### src/rtl/a5_1_keystream_gen.sv
// A5/1 keystream generator: key/frame load, majority-clocked warm-up, then
// one keystream bit per accepted valid/ready beat.
module a5_1_keystream_gen #(
    parameter int KS_LEN = 228,
    parameter int WARMUP = 101
) (
    input  logic        clk,
    input  logic        rst,
    input  logic        start,
    input  logic [63:0] key,
    input  logic [21:0] frame,
    output logic        busy,
    output logic        ks_valid,
    input  logic        ks_ready,
    output logic        ks_bit,
    output logic        ks_last,
    output logic        done
);
    typedef enum logic [2:0] {IDLE, LKEY, LFRM, WARM, KS} state_t;

    state_t      state;
    logic [18:0] r1;
    logic [21:0] r2;
    logic [22:0] r3;
    logic [63:0] key_q;
    logic [21:0] frame_q;
    logic [15:0] cnt;

    logic        fb1, fb2, fb3, inj, maj;
    logic [2:0]  trig, en;
    logic [18:0] r1_nx;
    logic [21:0] r2_nx;
    logic [22:0] r3_nx;

    assign fb1 = r1[13] ^ r1[16] ^ r1[17] ^ r1[18];
    assign fb2 = r2[20] ^ r2[21];
    assign fb3 = r3[7] ^ r3[20] ^ r3[21] ^ r3[22];

    // Majority stage: a register steps when its clocking bit agrees with the majority.
    assign maj  = (r1[8] & r2[10]) | (r1[8] & r3[10]) | (r2[10] & r3[10]);
    assign trig = {r1[8] == maj, r2[10] == maj, r3[10] == maj};

    // Shadow registers shift right during load, so bit 0 is always the next bit to inject.
    always_comb begin
        inj = 1'b0;
        en  = 3'b000;
        case (state)
            LKEY: begin inj = key_q[0];   en = 3'b111; end
            LFRM: begin inj = frame_q[0]; en = 3'b111; end
            WARM: en = trig;
            KS:   en = ks_ready ? trig : 3'b000;
            default: en = 3'b000;
        endcase
    end

    assign r1_nx  = {r1[17:0], fb1 ^ inj};
    assign r2_nx  = {r2[20:0], fb2 ^ inj};
    assign r3_nx  = {r3[21:0], fb3 ^ inj};
    assign ks_bit = r1[18] ^ r2[21] ^ r3[22];

    always_ff @(posedge clk) begin
        if (rst) begin
            state    <= IDLE;
            r1       <= '0;
            r2       <= '0;
            r3       <= '0;
            key_q    <= '0;
            frame_q  <= '0;
            cnt      <= '0;
            busy     <= 1'b0;
            ks_valid <= 1'b0;
            ks_last  <= 1'b0;
            done     <= 1'b0;
        end else begin
            done <= 1'b0;
            if (en[2]) r1 <= r1_nx;
            if (en[1]) r2 <= r2_nx;
            if (en[0]) r3 <= r3_nx;
            case (state)
                IDLE: begin
                    if (start) begin
                        key_q   <= key;
                        frame_q <= frame;
                        r1      <= '0;
                        r2      <= '0;
                        r3      <= '0;
                        cnt     <= '0;
                        busy    <= 1'b1;
                        state   <= LKEY;
                    end
                end
                LKEY: begin
                    key_q <= key_q >> 1;
                    if (cnt == 16'd63) begin
                        cnt   <= '0;
                        state <= LFRM;
                    end else begin
                        cnt <= cnt + 16'd1;
                    end
                end
                LFRM: begin
                    frame_q <= frame_q >> 1;
                    if (cnt == 16'd21) begin
                        cnt   <= '0;
                        state <= WARM;
                    end else begin
                        cnt <= cnt + 16'd1;
                    end
                end
                WARM: begin
                    if (cnt == 16'(WARMUP - 1)) begin
                        cnt      <= '0;
                        ks_valid <= 1'b1;
                        ks_last  <= (KS_LEN == 1);
                        state    <= KS;
                    end else begin
                        cnt <= cnt + 16'd1;
                    end
                end
                KS: begin
                    if (ks_ready) begin
                        if (cnt == 16'(KS_LEN - 1)) begin
                            ks_valid <= 1'b0;
                            ks_last  <= 1'b0;
                            busy     <= 1'b0;
                            done     <= 1'b1;
                            state    <= IDLE;
                        end else begin
                            cnt     <= cnt + 16'd1;
                            ks_last <= (cnt + 16'd1 == 16'(KS_LEN - 1));
                        end
                    end
                end
                default: state <= IDLE;
            endcase
        end
    end
endmodule

### config.mk
export PLATFORM = sky130hd
export DESIGN_NAME = a5_1_keystream_gen
export DESIGN_NICKNAME = d
export VERILOG_FILES = /design/src/rtl/a5_1_keystream_gen.sv
export SDC_FILE = /design/constraint.sdc
export NUM_CORES = 1
export LEC_CHECK = 0
export BUFFER_PORTS_ARGS = -buffer_cell sky130_fd_sc_hd__buf_2
export CAP_MARGIN = 40
export CORE_ASPECT_RATIO = 2
export CORE_MARGIN = 3
export CORE_UTILIZATION = 30
export CTS_BUF_LIST = sky130_fd_sc_hd__clkbuf_8
export DETAILED_ROUTE_END_ITERATION = 10
export PLACE_DENSITY_LB_ADDON = 0.12
export SLEW_MARGIN = 10
export SYNTH_ARGS = -nofsm -noshare
export SYNTH_HDL_FRONTEND = slang
export SYNTH_SLANG_ARGS = --single-unit
### constraint.sdc
create_clock -name clk -period 2.35 [get_ports clk]
set_input_delay 0.235 -clock clk [delete_from_list [all_inputs] [get_ports clk]]
set_output_delay 0.235 -clock clk [all_outputs]
set_load 0.05 [all_outputs]
==> summary.txt, run 1 <==
Run status
  • Status: completed

Global route
  • Vias in the first global route: 6271
  • First-pass GRT wire length: 31050 um
  • Initial antenna violation count: 1
  • Pin count of the biggest net entering global routing: 101
  • Total gr overflow: 0
  • GRT Overall Usage: 14.95%

Power and ir drop
  • Total power: 9.238 mW
  • VDD IR max: 0.0005680 V
  • Leak pwr: 3.405 nW
  • Pwr Density: 1039 nW/um2

Placement
  • Placed Area: 8170 um2
  • Gpl congestion: 0.8562
  • DP HPWL: 12730 um
  • Pre-CTS setup slack: 27.53 ps
  • IO buf count: 94

Route
  • Drt total wl: 18690 um
  • Antenna Nets Post-Route: 0
  • Via count: 6260
  • Drt drc: 0
  • WL per Instance: 14.91 um
  • 1st-pass router iterations: 4
  • Initial DRC Count: 266
  • Routed vias/inst: 4.992

Clock network
  • CTS tree: done
  • H-Tree Depth: 4
  • Clock transition at the registers of the reported paths: 90 ps
  • Cts bufs inserted: 17
  • Clock Tree Root: clkbuf_8
  • Worst-Skew Late Latency: 470 ps
  • CTS Sinks: 173
  • Clk buf depth: 2

Synthesis
  • Synth top area cells: dfxtp_1, mux2i_1, nor2_1
  • Post-synthesis cell area: 7217 um2
  • Area fraction of the dominant cell type after synthesis: 47.99%
  • Dominant cell type by area after synthesis: dfxtp_1
  • Mapped Nets: 938
  • Syn avg cell area: 8.551 um2
  • #FFs+latches synth: 173
  • Post-synth EDFFs: 0
  • Syn Inst Count: 844
  • Top_reg_cell synth: dfxtp_1
  • Synth async-reset ratio: 0%
  • Syn. warnings: 0
  • Yosys cell types: 48
  • Sequential share of the synthesized area: 47.99%

Cells and area
  • Nets: 1051
  • Layout cells sized above 1: 18.25%
  • Most frequent cells in the layout: dfxtp_1, nor2_1, nand2_1
  • Filler Cell Count: 2479
  • Area grow syn2layout: 23.21%
  • Most common cell after layout, fill and taps aside: dfxtp_1
  • Post-route cell area: 8892 um2

Worst hold path
  • HP Start: frame[17]
  • Worst Hold Class: input pin to flop
  • Hold path depth: 3
  • Hold Path End: frame_q[17]$_SDFFE_PP0P_

Timing
  • RSZ-0062 raised after global routing: true
  • Measured slew at the worst slew-check pin: 608.6 ps
  • Post-route setup slack: 85.42 ps
  • Clock Skew: 14.74 ps
  • Final Setup Violations: 0
  • Slew Limit Fails: 0
  • Max Freq: 0.4416 GHz
  • Final min period: 2265 ps
  • Final hold vios: 0
  • WHS: 45.16 ps
  • Slew Limit Headroom: 58.91%
  • Final period util: 96.37%

Setup path
  • Worst Path Max Fanout: 6
  • Origin of the critical flop-to-flop path: cnt[1]$_SDFFE_PP0P_
  • CP Launch Type: flop
  • R2r setup slk: 90 ps
  • Setup CP Type: flop to flop
  • Worst path required time: 2730 ps
  • Worst Setup End Kind: flop
  • Endpoint of the worst register-to-register path: ks_last$_SDFFE_PP0P_
  • Worst R2R Path Depth: 6
  • WP data arrival: 2650 ps

Die
  • Vert. Die Dim: 225.3 um
  • Horiz. Die Dim: 115.7 um
  • Die area: 26070 um2
  • I/O pin total: 95
  • Core area: 23430 um2
  • Initial Util: 30.81%
  • Row cnt: 79

Job
  • Max Cap Viol: 0
==> what timing repair did <==
action,CTS,global route
pin swaps,0,1
gates resized for setup,1,4
hold endpoints to repair,28,0
setup buffers,0,0
hold buffers,28,0
setup endpoints to repair,1,12
cloned,0,0
==> layer usage <==
layer | track usage [%] | vias up | wire, um | share of wire (%)
li1 | - | 3168 | - | -
met1 | 16.91 | 2974 | 7377 | 39
met2 | 26.61 | 92 | 10330 | 55
met3 | 3.977 | 26 | 610 | 3.3
met4 | 5.358 | 0 | 372 | 2.0
met5 | 0 | - | 0 | 0
==> synth_stat cells, types with 2 or more instances <==
cell and instances:
dfxtp_1 173, nor2_1 143, nand2_1 110, mux2i_1 62, a21oi_1 59, clkbuf_1 50
a22oi_1 41, nor3_1 31, o22ai_1 26, xnor2_1 25, a311oi_1 21, nand3_1 12
buf_2 10, nand4_1 8, inv_1 6, o21ai_0 6, nor2b_1 5, a211oi_1 4
buf_1 4, ha_1 4, nand2b_1 4, a31oi_1 3, nand3b_1 3, o21ai_1 3
and2_1 2, nand4b_1 2, o211ai_1 2, o31ai_1 2, or2_2 2, or3_1 2
or4_1 2
==> worst max-delay path: stages, from the launching register on <==
cell	delay, ps
dfxtp_2	350
ha_2	190
o32a_1	350
o22a_1	190
or4_1	400
or4_4	530
o31ai_2	170
==> area by class of cell <==
cell class	instances	area, um2	share of cell area (%)
clock inverters	15	196.4	2.209
multi-input cells	599	3491	39.26
clock buffers	17	234.0	2.631
repair buffers	160	1126	12.66
flip-flops and latches	173	3466	38.98
well taps	283	354.1	3.982
diodes	1	2.502	0.02814
inverters	6	22.52	0.2533
==> sequential cells by signal, summed over array words and instances (netlist names) <==
name and count:
r1 19, ks_last 1, frame_q 22, r2 22, key_q 64, done 1
r3 23, ks_valid 1, busy 1, state 3, cnt 16
==> report_power, final <==
group          switching, mW  internal [mW]
clock network           1.12           1.15
registers              0.291           3.48
logic                   1.88           1.32
==> kinds of logic (layout without fill, tap and decap cells) <==
group	count (synthesis)	count (layout)	synth area share, %
AO/OA/AOI/OAI	176	176	16.02
XOR/XNOR	25	25	3.034
adder cells (fa/ha/maj)	4	4	0.6935
buffers and inverters	72	198	4.074
flip-flops	173	173	47.99
multiplexers	62	62	8.599
other	0	1	0
AND/OR/NAND/NOR	332	332	19.59
==> worst max-delay path by stage <==
| stage | cells after the start | end | startpoint |
|---|---|---|---|
| after CTS | 6 | ks_last$_SDFFE_PP0P_ | cnt[0]$_SDFFE_PP0P_ |
| after detailed placement | 6 | ks_last$_SDFFE_PP0P_ | cnt[1]$_SDFFE_PP0P_ |
| after global placement | 6 | ks_last$_SDFFE_PP0P_ | cnt[1]$_SDFFE_PP0P_ |
| after global routing | 6 | ks_last$_SDFFE_PP0P_ | cnt[1]$_SDFFE_PP0P_ |
| final | 6 | ks_last$_SDFFE_PP0P_ | cnt[1]$_SDFFE_PP0P_ |
| after floorplan | 6 | ks_last$_SDFFE_PP0P_ | cnt[0]$_SDFFE_PP0P_ |
==> stage by stage <==
stage                     utilization [%]  TNS (ps)  instances
after floorplan                         -         0        844
after global placement              34.88         0       1193
after detailed placement            34.88         0       1193
after CTS                           37.92         0       1253
after global routing                37.96    -2.257       1254
final                               37.96         0       1254
Note: power is estimated with default switching activity, not from simulation.
==> inputs of run 2 (changes only) <==
--- a/config.mk
+++ b/config.mk
@@ -14,5 +14,4 @@
 export DETAILED_ROUTE_END_ITERATION = 10
 export PLACE_DENSITY_LB_ADDON = 0.12
-export SLEW_MARGIN = 10
 export SYNTH_ARGS = -nofsm -noshare
 export SYNTH_HDL_FRONTEND = slang
==> constraint.sdc (replaced) <==
create_clock -name clk -period 2.35 [get_ports clk]
set_input_delay 0.47 -clock clk [delete_from_list [all_inputs] [get_ports clk]]
set_output_delay 0.47 -clock clk [all_outputs]
set_load 0.05 [all_outputs]
==> run 2 against run 1 <==
Clock power shrank 7%. Fmax increased by 0.15%. Core utilization down 1.4 points. Global-route usage decreased by 0.29 points. Sequential cell count unchanged. Sequential power hardly changed. Sequential share of layout area rose by 1.4 points. Critical path type unchanged. Critical endpoint unchanged. Largest cell class unchanged. Highest routed layer unchanged.
==> summary.txt, run 2 (synthesized netlist as in run 1, its figures left out) <==
Setup path
  • R2r setup slk: 90 ps (about the same)
  • Crit path buf inv count: 0 (unchanged)
  • CP max-delay cell: or4_4 (unchanged)
  • Worst path required time: 2730 ps (about the same)
  • Worst Setup End Kind: flop (unchanged)
  • Setup CP Type: flop to flop (unchanged)
  • WP data arrival: 2640 ps (was 2650 ps)
  • Critical path, cell by cell: ha_2, o32a_1, o22a_1, or4_1, or4_4, o31ai_4 (was ha_2, o32a_1, o22a_1, or4_1, or4_4, o31ai_2)
  • Origin of the critical flop-to-flop path: cnt[0]$_SDFFE_PP0P_ (was cnt[1]$_SDFFE_PP0P_)
  • Worst R2R Path Depth: 6 (unchanged)
  • Worst Path Max Fanout: 6 (unchanged)
  • CP Launch Type: flop (unchanged)
  • Endpoint of the worst register-to-register path: ks_last$_SDFFE_PP0P_ (unchanged)
  • CP top delay family: simple AND/OR/NAND/NOR gates (unchanged)
  • Largest stage delay, worst path: 540 ps (was 530 ps)

Timing
  • Final Setup Violations: 0 (unchanged)
  • Clock Skew: 9.816 ps (was 14.74 ps)
  • Slew Limit Headroom: 67.14% (was 58.91%)
  • Final period util: 96.22% (was 96.37%)
  • Final hold vios: 0 (unchanged)
  • Final min period: 2261 ps (was 2265 ps)
  • Slew Limit Fails: 0 (unchanged)
  • RSZ-0062 raised after global routing: false (was true)
  • Measured slew at the worst slew-check pin: 492.8 ps (was 608.6 ps)
  • Max Freq: 0.4422 GHz (was 0.4416 GHz)
  • Setup tns final: 0 ps (unchanged)

Worst hold path
  • Hold path depth: 3 (unchanged)
  • HP Start: key[63] (was frame[17])
  • Hold Path End: key_q[63]$_SDFFE_PP0P_ (was frame_q[17]$_SDFFE_PP0P_)
  • Worst Hold Class: input pin to flop (unchanged)

Power and ir drop
  • VDD IR max: 0.0005346 V (was 0.0005680 V)
  • Leak pwr: 3.271 nW (was 3.405 nW)
  • Combinational share of power: 35.1% (was 34.6%)
  • Pwr Density: 1052 nW/um2 (was 1039 nW/um2)
  • Sw frac: 36.44% (was 35.55%)
  • Register share of total power: 41.5% (was 40.8%)
  • Pint: 5.732 mW (was 5.954 mW)
  • Psw: 3.286 mW (was 3.285 mW)
  • Clock Power Share: 23.3% (was 24.6%)

Cells and area
  • Nets: 1022 (was 1051)
  • Layout cells sized above 1: 19.02% (was 18.25%)
  • Most common cell after layout, fill and taps aside: dfxtp_1 (unchanged)
  • Most flops, register: key_q (unchanged)
  • Top Registers: key_q: 64 flops, r3: 23 flops (unchanged)
  • Largest register FFs: 64 (unchanged)
  • Util after Layout: 36.60% (was 37.96%)
  • Area grow syn2layout: 18.79% (was 23.21%)
  • Most frequent cells in the layout: dfxtp_1, nor2_1, nand2_1 (unchanged)

Clock network
  • CTS Sinks: 173 (unchanged)
  • Clk buf depth: 2 (unchanged)
  • H-Tree Depth: 4 (unchanged)
  • Post CTS Setup Buffer Count: 0 (unchanged)
  • Clock transition at the registers of the reported paths: 90 ps (about the same)
  • CTS tree: done (unchanged)
  • Cts hold-fix bufs: 0 (was 28)
  • Worst-Skew Late Latency: 460 ps (was 470 ps)
  • Clock Tree Root: clkbuf_8 (unchanged)
  • Quantity of gates resized following cts: 0 (was 1)
  • Cts bufs inserted: 17 (unchanged)

Job
  • Max Cap Viol: 0 (unchanged)

Route
  • Metal-1 WL: 7622 um (was 7377 um)
  • WL met3: 709 um (was 610 um)
  • 1st-pass router iterations: 4 (unchanged)
  • Routed vias/inst: 4.979 (was 4.992)
  • WL per Instance: 15.18 um (was 14.91 um)
  • Drt total wl: 18600 um (was 18690 um)
  • Initial DRC Count: 271 (was 266)
  • Drt drc: 0 (unchanged)
  • Met2 WL: 9770 um (was 10330 um)
  • Via count: 6099 (was 6260)
  • Antenna Nets Post-Route: 0 (unchanged)
  • Top sig layer: met4 (unchanged)

Die
  • I/O pin total: 95 (unchanged)
  • Vert. Die Dim: 225.3 um (unchanged)
  • Die area: 26070 um2 (unchanged)
  • Core area: 23430 um2 (unchanged)
  • Row cnt: 79 (unchanged)
  • Initial Util: 30.81% (unchanged)
  • Horiz. Die Dim: 115.7 um (unchanged)

Global route
  • First-pass GRT wire length: 30290 um (was 31050 um)
  • Total gr overflow: 0 (unchanged)
  • Initial antenna violation count: 1 (unchanged)
  • Vias in the first global route: 6005 (was 6271)
  • GRT Overall Usage: 14.65% (was 14.95%)
  • Pin count of the biggest net entering global routing: 100 (was 101)

Run status
  • Status: completed (unchanged)

Placement
  • IO buf count: 94 (unchanged)
  • Gpl congestion: 0.8285 (was 0.8562)
  • DP HPWL: 12550 um (was 12730 um)
run 2: cell count changes in the layout (fill, tap and decap cells not counted), moves of 2 or more:
cell           before  now
dlygate4sd3_1      28    0
bufinv_16           4    2
clkinv_2            1    4
clkinvlp_4          5    3
run 2: final cells by class:
type,count,area [um2]
sequential,173,3465
antenna,1,2.502
clock buffer,18,247.7
multi-input combinational,599,3512
fill,2469,14850
timing repair buffer,131,825.8
clock inverter,14,143.9
tap,283,354.1
inverter,6,22.52
run 2: worst max-delay path by stage:
stage / startpoint / end / slack (ps) / cells after the start
CTS: cnt[0]$_SDFFE_PP0P_ / ks_last$_SDFFE_PP0P_ / 20 / 6
finish: cnt[0]$_SDFFE_PP0P_ / ks_last$_SDFFE_PP0P_ / 90 / 6
floorplan: cnt[0]$_SDFFE_PP0P_ / ks_last$_SDFFE_PP0P_ / 70 / 6
global placement: cnt[8]$_SDFFE_PP0P_ / cnt[8]$_SDFFE_PP0P_ / 50 / 7
global route: cnt[1]$_SDFFE_PP0P_ / ks_last$_SDFFE_PP0P_ / 3 / 7
detailed placement: cnt[1]$_SDFFE_PP0P_ / ks_last$_SDFFE_PP0P_ / 50 / 6
run 2: metal layers:
layer	global-route usage [%]	vias to the layer above
li1	-	3117
met1	16.57	2849
met2	25.69	102
met3	3.977	31
met4	5.957	0
met5	0	-
run 2: stage by stage:
step                      cell area [um2]  hold WS (ps)  std cells  total power, mW  setup slack (ps)
after global routing                 8573         219.6       1225            9.674             3.219
after detailed placement             8150         448.9       1192            7.034             47.58
after global placement               8150         442.7       1192            7.025             52.86
final                                8573         244.3       1225            9.017             88.76
after floorplan                      7217         436.8        844            6.014             67.00
after CTS                            8542         201.7       1224            9.183             21.99
run 2: worst min-delay path, stage by stage:
cell and delay (ps):
buf_2 70, a22oi_1 60, nor2_1 70
run 2: power by group through the flow:
stage / clock (mW) / combinational, mW / sequential, mW
after CTS: 2.20 / 3.23 / 3.75
after floorplan: 0 / 2.25 / 3.76
after global placement: 0 / 3.21 / 3.81
final: 2.10 / 3.17 / 3.75
after detailed placement: 0 / 3.22 / 3.81
after global routing: 2.31 / 3.56 / 3.81
==> inputs of run 3 (changes only) <==
Settings changed: SETUP_SLACK_MARGIN set to 0.15.
==> run 3 against run 2 <==
Largest power group unchanged. Highest routed layer unchanged. Total power decreased by 0.38%. Critical path depth unchanged. Fmax increased by 3.4%. Sequential power about the same. Clock skew decreased by 1.5 ps. Core utilization increased by 0.34 points.
==> summary.txt, run 3 (synthesized netlist as in run 1, its figures left out) <==
Run status
  • Status: completed (unchanged)

Setup path
  • Setup CP Type: flop to flop (unchanged)
  • Worst Setup SP: cnt[0]$_SDFFE_PP0P_ (unchanged)
  • Worst Path Max Fanout: 5 (was 6)
  • CP Launch Type: flop (unchanged)
  • Worst path required time: 2760 ps (was 2730 ps)
  • Worst Setup End Kind: flop (unchanged)
  • Origin of the critical flop-to-flop path: cnt[0]$_SDFFE_PP0P_ (unchanged)
  • WP data arrival: 2600 ps (was 2640 ps)

Worst hold path
  • HP Start: frame[21] (was key[63])
  • Worst Hold Class: input pin to flop (unchanged)

Clock network
  • Worst-Skew Late Latency: 490 ps (was 460 ps)
  • Clock Tree Root: clkbuf_8 (unchanged)
  • Clk buf depth: 2 (unchanged)
  • CTS Sinks: 173 (unchanged)
  • Cts hold-fix bufs: 0 (unchanged)
  • H-Tree Depth: 4 (unchanged)
  • Clock transition at the registers of the reported paths: 90 ps (about the same)
  • CTS tree: done (unchanged)
  • Cts bufs inserted: 17 (unchanged)

Cells and area
  • Ant diodes: 0 (was 1)
  • Util after Layout: 36.93% (was 36.60%)
  • Nets: 1027 (was 1022)
  • Most flops, register: key_q (unchanged)
  • Top Registers: key_q: 64 flops, r3: 23 flops (unchanged)
  • Post-route cell area: 8652 um2 (was 8573 um2)
  • Filler Cell Count: 2451 (was 2469)
  • Area grow syn2layout: 19.89% (was 18.79%)
  • Layout cells sized above 1: 20.32% (was 19.02%)
  • Most frequent cells in the layout: dfxtp_1, nor2_1, nand2_1 (unchanged)
  • Most common cell after layout, fill and taps aside: dfxtp_1 (unchanged)
  • Largest register FFs: 64 (unchanged)

Timing
  • Final min period: 2187 ps (was 2261 ps)
  • Final hold vios: 0 (unchanged)
  • Slew Limit Fails: 0 (unchanged)
  • Clock Skew: 8.346 ps (was 9.816 ps)
  • Max Freq: 0.4573 GHz (was 0.4422 GHz)
  • Final Setup Violations: 0 (unchanged)
  • Measured slew at the worst slew-check pin: 576.0 ps (was 492.8 ps)
  • RSZ-0062 raised after global routing: true (was false)
  • Slew Limit Headroom: 61.11% (was 67.14%)
  • WHS: 241.8 ps (was 244.3 ps)
  • Final period util: 93.05% (was 96.22%)
  • Setup tns final: 0 ps (unchanged)

Placement
  • Placed Area: 8162 um2 (was 8150 um2)
  • IO buf count: 94 (unchanged)
  • Gpl congestion: 0.8255 (was 0.8285)
  • DP HPWL: 12920 um (was 12550 um)

Die
  • Vert. Die Dim: 225.3 um (unchanged)
  • I/O pin total: 95 (unchanged)
  • Core area: 23430 um2 (unchanged)
  • Die area: 26070 um2 (unchanged)
  • Row cnt: 79 (unchanged)
  • Horiz. Die Dim: 115.7 um (unchanged)
  • Initial Util: 30.81% (unchanged)

Route
  • Antenna Nets Post-Route: 0 (unchanged)
  • Initial DRC Count: 318 (was 271)
  • Routed vias/inst: 4.988 (was 4.979)
  • WL per Instance: 15.45 um (was 15.18 um)
  • 1st-pass router iterations: 5 (was 4)
  • Via count: 6125 (was 6099)
  • Drt drc: 0 (unchanged)
  • Drt total wl: 18970 um (was 18600 um)

Global route
  • Initial antenna violation count: 0 (was 1)
  • GRT Overall Usage: 14.92% (was 14.65%)
  • Pin count of the biggest net entering global routing: 100 (unchanged)
  • Vias in the first global route: 6136 (was 6005)
  • Total gr overflow: 0 (unchanged)
  • First-pass GRT wire length: 30710 um (was 30290 um)

Power and ir drop
  • VDD IR max: 0.0005711 V (was 0.0005346 V)
  • Pwr Density: 1038 nW/um2 (was 1052 nW/um2)
  • Leak pwr: 3.295 nW (was 3.271 nW)

Job
  • Max Cap Viol: 0 (unchanged)
==> run 3: metrics by stage <==
stage	total power [mW]	worst slack (ps)	cells
finish	8.983	163.2	1228
floorplan	6.018	131.5	844
detailed placement	7.037	30.55	1193
global placement	7.022	43.52	1193
CTS	9.120	138.8	1225
global route	9.638	88.00	1228
==> run 3: power breakdown <==
group | total (mW) | leakage, nW | switching [mW] | internal [mW]
combinational | 3.21 | 1.70 | 1.90 | 1.31
clock | 2.01 | 0.184 | 1.14 | 0.864
sequential | 3.77 | 1.41 | 0.290 | 3.48
total | 8.98 | 3.30 | 3.33 | 5.65
==> run 3: worst paths after layout <==
kind	cells after the start	slack (ps)	to
setup / recovery	6	160	ks_last$_SDFFE_PP0P_
hold / removal	3	240	frame_q[21]$_SDFFE_PP0P_
setup reg to reg	6	160	ks_last$_SDFFE_PP0P_
hold reg to reg	2	460	key_q[21]$_SDFFE_PP0P_
==> run 3: critical path, cell delays in order, from the launching register on <==
cell,delay [ps]
dfxtp_4,370
ha_4,170
o32a_1,340
o22a_1,210
or4_4,420
or4_4,440
o31ai_4,160
==> run 3: per-layer routing <==
metal  vias to the layer above  part of all wire [%]  global-route usage, %
met4                         0                   2.6                  5.882
met1                      2869                    39                  16.13
met3                        31                   4.1                  4.515
met2                       102                    54                  26.74
li1                       3123                     -                      -
met5                         -                     0                      0
==> run 3: timing repair <==
item                                    CTS  global route
setup buffers                             1             2
pin swaps                                 1             4
endpoints found under the setup margin   12            33
hold endpoints to repair                  0             0
gates resized for setup                   6            18
gates cloned                              0             1
==> run 3: area by class of cell <==
cell class | count | area [um2] | share of cell area [%]
Clock inverter | 13 | 117.6 | 1.359
Inverter | 6 | 22.52 | 0.2603
Multi-Input combinational cell | 599 | 3567 | 41.23
Tap cell | 283 | 354.1 | 4.093
Clock buffer | 18 | 247.7 | 2.863
Sequential cell | 173 | 3472 | 40.13
Timing Repair Buffer | 136 | 870.8 | 10.07
